## src/rtl/gcd.sv

```systemverilog
// Multi-cycle unsigned GCD engine using Stein's binary algorithm.
// One operand pair is accepted per start handshake; the result is announced by a one-cycle valid pulse.
module gcd #(
    parameter int WIDTH = 32
) (
    input  logic             clk_i,
    input  logic             rst_i,
    input  logic             start_i,
    input  logic [WIDTH-1:0] a_i,
    input  logic [WIDTH-1:0] b_i,
    output logic             busy_o,
    output logic             valid_o,
    output logic [WIDTH-1:0] result_o
);

    localparam int KW = $clog2(WIDTH) + 1;

    typedef enum logic [1:0] {
        IDLE   = 2'd0,
        REDUCE = 2'd1,
        DONE   = 2'd2
    } state_t;

    state_t           state_q, state_d;
    logic [WIDTH-1:0] a_q, a_d;
    logic [WIDTH-1:0] b_q, b_d;
    logic [KW-1:0]    k_q, k_d;
    logic [WIDTH-1:0] result_q, result_d;

    always_ff @(posedge clk_i or negedge rst_i) begin
        if (!rst_i) begin
            state_q  <= IDLE;
            a_q      <= '0;
            b_q      <= '0;
            k_q      <= '0;
            result_q <= '0;
        end else begin
            state_q  <= state_d;
            a_q      <= a_d;
            b_q      <= b_d;
            k_q      <= k_d;
            result_q <= result_d;
        end
    end

    always_comb begin
        state_d  = state_q;
        a_d      = a_q;
        b_d      = b_q;
        k_d      = k_q;
        result_d = result_q;

        case (state_q)
            IDLE: begin
                if (start_i) begin
                    a_d = a_i;
                    b_d = b_i;
                    k_d = '0;
                    // A zero operand short-circuits: gcd(0,x)=x, including gcd(0,0)=0.
                    if (a_i == '0) begin
                        result_d = b_i;
                        state_d  = DONE;
                    end else if (b_i == '0) begin
                        result_d = a_i;
                        state_d  = DONE;
                    end else begin
                        state_d = REDUCE;
                    end
                end
            end

            REDUCE: begin
                if (a_q == b_q) begin
                    result_d = a_q << k_q;
                    state_d  = DONE;
                end else if (!a_q[0] && !b_q[0]) begin
                    a_d = a_q >> 1;
                    b_d = b_q >> 1;
                    k_d = k_q + KW'(1);
                end else if (!a_q[0]) begin
                    a_d = a_q >> 1;
                end else if (!b_q[0]) begin
                    b_d = b_q >> 1;
                end else if (a_q > b_q) begin
                    // Difference of two odd values is even, so the shift is exact.
                    a_d = (a_q - b_q) >> 1;
                end else begin
                    b_d = (b_q - a_q) >> 1;
                end
            end

            DONE: begin
                state_d = IDLE;
            end

            default: begin
                state_d = IDLE;
            end
        endcase
    end

    assign busy_o   = (state_q != IDLE);
    assign valid_o  = (state_q == DONE);
    assign result_o = result_q;

endmodule

```

## config.mk

```make
export PLATFORM = sky130hd
export DESIGN_NAME = gcd
export DESIGN_NICKNAME = d
export VERILOG_FILES = /design/src/rtl/gcd.sv
export SDC_FILE = /design/constraint.sdc
export NUM_CORES = 1
export LEC_CHECK = 0
export BUFFER_PORTS_ARGS = -buffer_cell sky130_fd_sc_hd__buf_4
export CORE_ASPECT_RATIO = 1.1
export CORE_MARGIN = 8
export CORE_UTILIZATION = 30
export CTS_CLUSTER_DIAMETER = 200
export CTS_CLUSTER_SIZE = 24
export DETAILED_ROUTE_END_ITERATION = 8
export PLACE_DENSITY = 0.48
export SETUP_SLACK_MARGIN = 0.3
export SYNTH_ARGS = -nofsm -noshare
export SYNTH_HDL_FRONTEND = slang
export SYNTH_SLANG_ARGS = --single-unit
```

## constraint.sdc

```tcl
create_clock -name clk_i -period 9.57 [get_ports clk_i]
set_clock_uncertainty 0.05 [all_clocks]
set_input_delay 0.957 -clock clk_i [delete_from_list [all_inputs] [get_ports clk_i]]
set_output_delay 0.957 -clock clk_i [all_outputs]
set_load 0.005 [all_outputs]
```

==> results of run 1 <==
area by class of cell:
class                   count  area (sq um)  area share
multi-input cells        1034          7150       0.606
flip-flops and latches    104          2600       0.221
repair buffers            116           871      0.0738
well taps                 444           556      0.0471
inverters                  77           289      0.0245
clock buffers               9           225      0.0191
clock inverters             7           103     0.00870
layout by cell type (no fill, tap or decap), types with 7 or more instances in the layout:
master / n
sky130_fd_sc_hd__mux2i_1: 30
sky130_fd_sc_hd__nand3_1: 9
sky130_fd_sc_hd__mux4_2: 18
sky130_fd_sc_hd__o31ai_1: 14
sky130_fd_sc_hd__nand2_1: 129
sky130_fd_sc_hd__nor3_1: 17
sky130_fd_sc_hd__a21o_1: 33
sky130_fd_sc_hd__xor2_1: 24
sky130_fd_sc_hd__a221o_1: 16
sky130_fd_sc_hd__o22ai_1: 24
sky130_fd_sc_hd__o21ai_0: 117
sky130_fd_sc_hd__nor2_1: 97
sky130_fd_sc_hd__ha_1: 66
sky130_fd_sc_hd__o221ai_1: 21
sky130_fd_sc_hd__xnor2_1: 36
sky130_fd_sc_hd__a31oi_1: 9
sky130_fd_sc_hd__nor2b_1: 10
sky130_fd_sc_hd__o21ai_1: 17
sky130_fd_sc_hd__nand4_1: 20
sky130_fd_sc_hd__clkbuf_16: 9
sky130_fd_sc_hd__buf_4: 116
sky130_fd_sc_hd__o211ai_1: 23
sky130_fd_sc_hd__a21oi_1: 134
sky130_fd_sc_hd__mux2_2: 7
sky130_fd_sc_hd__nor4_1: 17
sky130_fd_sc_hd__or3_1: 8
sky130_fd_sc_hd__a211oi_1: 8
sky130_fd_sc_hd__nand2b_1: 12
sky130_fd_sc_hd__dfrtp_1: 103
sky130_fd_sc_hd__inv_1: 77
sky130_fd_sc_hd__a221oi_1: 25
state kept, by name (all words and copies together), names as in the netlist:
register and cells:
result_o 32, b_q 32, k_q 6, state_q 2
a_q 32
critical path, cell delays in order (launching register included):
cell and delay, ns:
sky130_fd_sc_hd__dfrtp_1 0.56, sky130_fd_sc_hd__inv_1 0.22, sky130_fd_sc_hd__ha_1 0.28, sky130_fd_sc_hd__fa_1 0.40, sky130_fd_sc_hd__nand2b_1 0.19, sky130_fd_sc_hd__a21o_1 0.22, sky130_fd_sc_hd__a21o_1 0.22, sky130_fd_sc_hd__a21o_1 0.24
sky130_fd_sc_hd__a211oi_4 0.38, sky130_fd_sc_hd__nor2_4 0.10, sky130_fd_sc_hd__a221oi_4 0.42, sky130_fd_sc_hd__buf_4 0.45, sky130_fd_sc_hd__o21ai_0 0.28, sky130_fd_sc_hd__o22ai_1 0.17
through the flow:
stage                     cell area, sq um  std cells  hold WS (ns)  setup WS (ns)
after floorplan                      10500       1319         0.400           6.39
after global placement               11500       1775         0.416           5.34
after detailed placement             11500       1775         0.424           5.36
after CTS                            11800       1791         0.442           5.35
after global routing                 11800       1791         0.456           5.15
final                                11800       1791         0.431           5.29
metal layers:
layer | global-route usage | vias to the layer above | share of wire | wire length [um]
li1 | - | 4906 | - | -
met4 | 0.0704 | 0 | 0.029 | 1270
met2 | 0.339 | 409 | 0.46 | 20000
met5 | 0 | - | 0 | 0
met1 | 0.278 | 5152 | 0.45 | 19400
met3 | 0.0274 | 58 | 0.061 | 2630
logic make-up after synthesis:
logic type / share of synthesized area
compound gates: 0.321
simple gates: 0.150
buf+inv: 0.0745
flops: 0.248
fa+ha+maj: 0.0824
xor+xnor: 0.0500
mux: 0.0747
worst paths after layout:
| check | slack (ns) | cells past startpoint | endpoint |
|---|---|---|---|
| worst max-delay path | 5.29 | 13 | a_q[16] |
| worst min-delay path | 0.43 | 2 | result_o[1] |
| max in group asynchronous | 7.57 | 2 | b_q[28] |
| min in group asynchronous | 0.49 | 1 | result_o[4] |
| worst min register to register | 0.43 | 2 | result_o[1] |
| worst max register to register | 5.29 | 13 | a_q[16] |
==> reports/summary.txt, run 1 <==
STATUS
----------------------------------------------------------------------------------
Outcome                                                               finished, final reports clean

STA
----------------------------------------------------------------------------------
Max-slew violation total from the final report                                   0
Setup repair after global routing missed its margin                             no
Highest attainable clock frequency                                         234 MHz
Post-route fraction of the period consumed by the critical path              0.447
Final hold violations                                                            0
Worst slew margin                                                            0.197
Number of setup violations in the final report                                   0
Worst-Margin Slew                                                          1.17 ns
Final critical-path required period                                        4.28 ns
Sum Neg Setup Slack                                                           0 ns

FLOORPLANNING
----------------------------------------------------------------------------------
Number of standard-cell rows in the floorplan                                   72
Die Wd                                                                      194 um
Core ar.                                                               34900 sq um
Height of the die                                                           212 um
Floorplan die area                                                     41300 sq um
Initial core utilization                                                     0.301
Top-Level Pins                                                                 101

GLOBAL ROUTING
----------------------------------------------------------------------------------
Leftover overflow at the end of global routing                                   0
Largest net degree at the start of global routing                               77
Total Routing Usage GR                                                       0.207
Vias in the first global route                                               10349
First-pass GRT wire length                                                 65.9 mm
Antenna violations before repair                                                 0

WORST HOLD PATH
----------------------------------------------------------------------------------
Startpoint of the tightest hold check path                             result_o[1]
Worst hold path type                                                  register to register

SYNTH
----------------------------------------------------------------------------------
Share of Yosys cell area claimed by the top area cell type                   0.248
Async set or reset register ratio after synthesis                             1.00
Number of instances in the synthesized netlist                                1319
Synth Cell Area                                                        10500 sq um
Syn_area_per_cell                                                       7.97 sq um
Most frequent cell after synthesis                                    sky130_fd_sc_hd__a21oi_1
Prevailing post-synth register cell                                   sky130_fd_sc_hd__dfrtp_1
Sequential fraction of the synthesis area                                    0.248
Synthesis warning total                                                          0
Cell types with the highest counts after synthesis                    sky130_fd_sc_hd__a21oi_1 (134), sky130_fd_sc_hd__nand2_1 (129), sky130_fd_sc_hd__o21ai_0 (117)
Number of nets in the synthesized netlist                                     1454
Distinct cell type count after synthesis                                        78
Post-synthesis sequential element count                                        104
Post-synth EDFFs                                                                 0
Cell accounting for the most synthesized area                         sky130_fd_sc_hd__dfrtp_1
Most area-consuming cells after synthesis                             sky130_fd_sc_hd__dfrtp_1 (25%), sky130_fd_sc_hd__ha_1 (7.9%), sky130_fd_sc_hd__a21oi_1 (6.4%)

CLOCK NETWORK
----------------------------------------------------------------------------------
Number of buffers added by the clock tree synthesis step                         9
Max Root-Sink Buffers                                                            2
CTS tree                                                                      done
Maximum level of the CTS H-tree                                                  3
Post-cts sizing count                                                            0
Insertion delay to the later sink of the worst-skew pair                   0.38 ns
Root buffer cell                                                      sky130_fd_sc_hd__clkbuf_16
Buffer count from post-CTS setup fixing                                          0
Clock slew at reported path FFs                                            0.08 ns
Sinks on the clock net                                                         104
Hold bufs inserted after CTS                                                     0

PLACED DESIGN
----------------------------------------------------------------------------------
Post-detailed-placement half-perimeter wirelength                          33.5 mm
Global placer's final weighted congestion                                    0.969
Number of I/O port buffers                                                     100

SETUP PATH
----------------------------------------------------------------------------------
Critical-path maximum fanout                                                    36
CP startpoint kind                                                        register
Sort of element at the end of the critical path                           register
R2r startpoint                                                              a_q[0]
Startpoint-to-endpoint class of the critical path                     register to register
Endpoint arrival time on the critical path                                 4.53 ns
Worst Path Required                                                        9.82 ns
Worst Setup SP                                                              a_q[0]

FINAL LAYOUT
----------------------------------------------------------------------------------
Number of antenna repair diodes                                                  0
Signed area change from the synthesized netlist to the final layout          12.3%
Final standard cell utilization of the core                                  0.338
Number of nets in the final layout                                            1477
Number of fill cells in the layout                                            3671
Share of cells above drive strength 1                                        0.144

DRT
----------------------------------------------------------------------------------
DRT antenna net count                                                            0
Wirelength, routed                                                         43.3 mm
Residual DRC                                                                     0
Routed wire length per instance                                            24.2 um
Via-per-instance ratio                                                        5.88
First-iteration detailed-routing DRC count                                    1075
Routed via count                                                             10525
Number of optimization iterations in the first detailed-route pass               5

RUN
----------------------------------------------------------------------------------
Max Cap Viol                                                                     0

Power of run 1 is left out: the tool's default activity adds up to more than one toggle a clock period on the data nets, which glitch-free logic cannot reach.
==> inputs of run 2 (changes only) <==
clock period = 4.1 ns   (was 9.57 ns; I/O delays follow)
==> run 2 against run 1 <==
  * Worst setup slack worse by 4.9 ns
  * Clock-buffer cell count unchanged
  * Final area up 3.0%
  * Non-clock buffer count up 44
  * Via count up 1.7%
  * Global-route usage up 0.33 points
  * Hold slack worse by 0.18 ns
  * Critical endpoint is now a_q[17]
  * Largest cell class unchanged
==> reports/summary.txt, run 2 (same netlist as run 1, synthesis figures left out) <==
PLACED DESIGN
-------------------------------------------------------------------------------------
Post-detailed-placement half-perimeter wirelength                             34.8 mm   was 33.5 mm
Global placer's final weighted congestion                                       0.990   was 0.969
Number of I/O port buffers                                                        100   unchanged

CLOCK NETWORK
-------------------------------------------------------------------------------------
CTS tree                                                                         done   unchanged
Max Root-Sink Buffers                                                               2   unchanged
Buffer count from post-CTS setup fixing                                             0   unchanged
Sinks on the clock net                                                            104   unchanged
Root buffer cell                                                         sky130_fd_sc_hd__clkbuf_16   unchanged
Maximum level of the CTS H-tree                                                     3   unchanged
Number of buffers added by the clock tree synthesis step                            9   unchanged
Clock slew at reported path FFs                                               0.09 ns   was 0.08 ns
Insertion delay to the later sink of the worst-skew pair                      0.38 ns   about the same

STA
-------------------------------------------------------------------------------------
Setup repair after global routing missed its margin                               yes   was no
Post-route fraction of the period consumed by the critical path                 0.905   was 0.447
Final hold violations                                                               0   unchanged
Number of setup violations in the final report                                      0   unchanged
Worst slew margin                                                               0.402   was 0.197
Worst-Margin Slew                                                            0.897 ns   was 1.17 ns
Final critical-path required period                                           3.71 ns   was 4.28 ns
Max-slew violation total from the final report                                      0   unchanged
Highest attainable clock frequency                                            269 MHz   was 234 MHz
Sum Neg Setup Slack                                                              0 ns   unchanged

SETUP PATH
-------------------------------------------------------------------------------------
Count of buffering cells on the critical path with inverters included               1   was 2
Slowest cell on the critical path                                        sky130_fd_sc_hd__nor4_2   was sky130_fd_sc_hd__dfrtp_1
Destination of the worst register-to-register timing path                     a_q[17]   was a_q[16]
Worst Setup SP                                                                a_q[29]   was a_q[0]
Critical-path maximum fanout                                                       31   was 36
Slowest stage delay, CP                                                       0.58 ns   was 0.56 ns
Startpoint-to-endpoint class of the critical path                        register to register   unchanged
R2r startpoint                                                                a_q[29]   was a_q[0]
Setup slack of the most critical reg-to-reg path                              0.39 ns   was 5.29 ns
Kind of cell adding the most delay to the critical path                  simple AND/OR/NAND/NOR gates   was compound AO/OA/AOI/OAI gates
CP startpoint kind                                                           register   unchanged
Sort of element at the end of the critical path                              register   unchanged
Critical-path cell list                                                  inv_1 > ha_1 > nand4_1 > nor4_2 > nand3_2 > nand2_1 > a211oi_4 > o211a_4 > a221oi_1 > o22ai_1   was inv_1 > ha_1 > fa_1 > nand2b_1 > a21o_1 > a21o_1 > a21o_1 > a211oi_4 > nor2_4 > a221oi_4 > buf_4 > o21ai_0 > o22ai_1
Endpoint arrival time on the critical path                                    3.91 ns   was 4.53 ns
Worst Path Required                                                           4.30 ns   was 9.82 ns
Worst r2r path cells                                                               10   was 13

FLOORPLANNING
-------------------------------------------------------------------------------------
Number of standard-cell rows in the floorplan                                      72   unchanged
Height of the die                                                              212 um   unchanged
Core ar.                                                                  34900 sq um   unchanged
Floorplan die area                                                        41300 sq um   unchanged
Initial core utilization                                                        0.301   unchanged
Die Wd                                                                         194 um   unchanged
Top-Level Pins                                                                    101   unchanged

WORST HOLD PATH
-------------------------------------------------------------------------------------
Startpoint of the tightest hold check path                                     a_i[2]   was result_o[1]
Number of cells on the worst hold path                                              3   was 2
Worst hold path type                                                     input port to register   was register to register
Worst Hold Path EP                                                             a_q[2]   was result_o[1]

FINAL LAYOUT
-------------------------------------------------------------------------------------
Signed area change from the synthesized netlist to the final layout             15.6%   was 12.3%
Number of fill cells in the layout                                               3663   was 3671
Number of nets in the final layout                                               1521   was 1477
Most frequent standard cell in the layout excluding fill and tap cells   sky130_fd_sc_hd__buf_4   was sky130_fd_sc_hd__a21oi_1
Share of cells above drive strength 1                                           0.174   was 0.144
Top library cells by usage in the layout, fill and taps aside            sky130_fd_sc_hd__buf_4 (156), sky130_fd_sc_hd__a21oi_1 (134), sky130_fd_sc_hd__nand2_1 (129), sky130_fd_sc_hd__o21ai_0 (116), sky130_fd_sc_hd__dfrtp_1 (102)   was sky130_fd_sc_hd__a21oi_1 (134), sky130_fd_sc_hd__nand2_1 (129), sky130_fd_sc_hd__o21ai_0 (117), sky130_fd_sc_hd__buf_4 (116), sky130_fd_sc_hd__dfrtp_1 (103)
Number of antenna repair diodes                                                     0   unchanged

DRT
-------------------------------------------------------------------------------------
Routed via count                                                                10702   was 10525
DRT antenna net count                                                               0   unchanged
Via-per-instance ratio                                                           5.83   was 5.88
Residual DRC                                                                        0   unchanged
Number of optimization iterations in the first detailed-route pass                  5   unchanged
Wirelength, routed                                                            44.0 mm   was 43.3 mm
Routed wire length per instance                                               24.0 um   was 24.2 um
First-iteration detailed-routing DRC count                                        911   was 1075

GLOBAL ROUTING
-------------------------------------------------------------------------------------
Largest net degree at the start of global routing                                 118   was 77
Antenna violations before repair                                                    0   unchanged
First-pass GRT wire length                                                    67.1 mm   was 65.9 mm
Leftover overflow at the end of global routing                                      0   unchanged
Vias in the first global route                                                  10739   was 10349
Total Routing Usage GR                                                          0.210   was 0.207

RUN
-------------------------------------------------------------------------------------
Max Cap Viol                                                                        0   unchanged

STATUS
-------------------------------------------------------------------------------------
Outcome                                                                  finished, final reports clean   unchanged

==> run 2: cell types whose count changed in the layout (fill, tap and decap cells not counted), moves of 2 or more <==
cell | previous run | this run
sky130_fd_sc_hd__buf_12 | 0 | 2
sky130_fd_sc_hd__buf_4 | 116 | 156
sky130_fd_sc_hd__bufinv_16 | 2 | 0
sky130_fd_sc_hd__a2111oi_0 | 2 | 0
sky130_fd_sc_hd__a2111oi_2 | 3 | 5
==> run 2: worst register-to-register path: cells and delay by family (launching register included) <==
family	cells	cell delay [ns]
and+or+nand+nor	4	1.34
AOI/OAI and AO/OA	4	1.13
adders and majority gates	1	0.50
DFF	1	0.47
buffers and inverters	1	0.12
==> run 2: timing repair <==
item,in CTS,in global routing
setup endpoints to repair,9,38
pin swaps,0,0
endpoints found under the hold margin,20,0
gates resized for setup,3,7
hold buffers,1,0
==> run 2: how the worst max path moves through the flow <==
stage              end  slack [ns]  cells after the start
3_3_place_gp   a_q[26]        0.18                     11
5_1_grt         a_q[0]        0.26                     12
4_1_cts        a_q[26]        0.26                     11
2_1_floorplan  a_q[25]        0.92                     12
3_5_place_dp   a_q[26]        0.13                     11
6_report       a_q[17]        0.39                     10
==> run 2: metrics by stage <==
step,utilization,hold WS [ns],setup slack [ns],cell area (sq um),cells
6_report,0.349,0.254,0.388,12200,1835
2_1_floorplan,-,0.0644,0.920,10500,1319
4_1_cts,0.348,0.245,0.265,12100,1835
5_1_grt,0.349,0.261,0.261,12200,1835
3_3_place_gp,0.339,0.402,0.182,11800,1818
3_5_place_dp,0.339,0.399,0.129,11800,1818
==> run 2: metal layers <==
metal	global-route usage	part of all wire	vias to the layer above
li1	-	-	4986
met1	0.283	0.46	5269
met2	0.341	0.45	368
met3	0.0260	0.057	79
met4	0.0819	0.036	0
met5	0	0	-
==> run 2: area by class of cell <==
cell class                      instances  area [sq um]  share of cell area
Multi-Input combinational cell       1034          7170               0.590
Sequential cell                       104          2610               0.214
Timing Repair Buffer                  160          1230               0.101
Tap cell                              444           556              0.0457
Inverter                               77           289              0.0238
Clock buffer                            9           225              0.0185
Clock inverter                          7          73.8             0.00607
Power of run 2 is left out for the same reason.
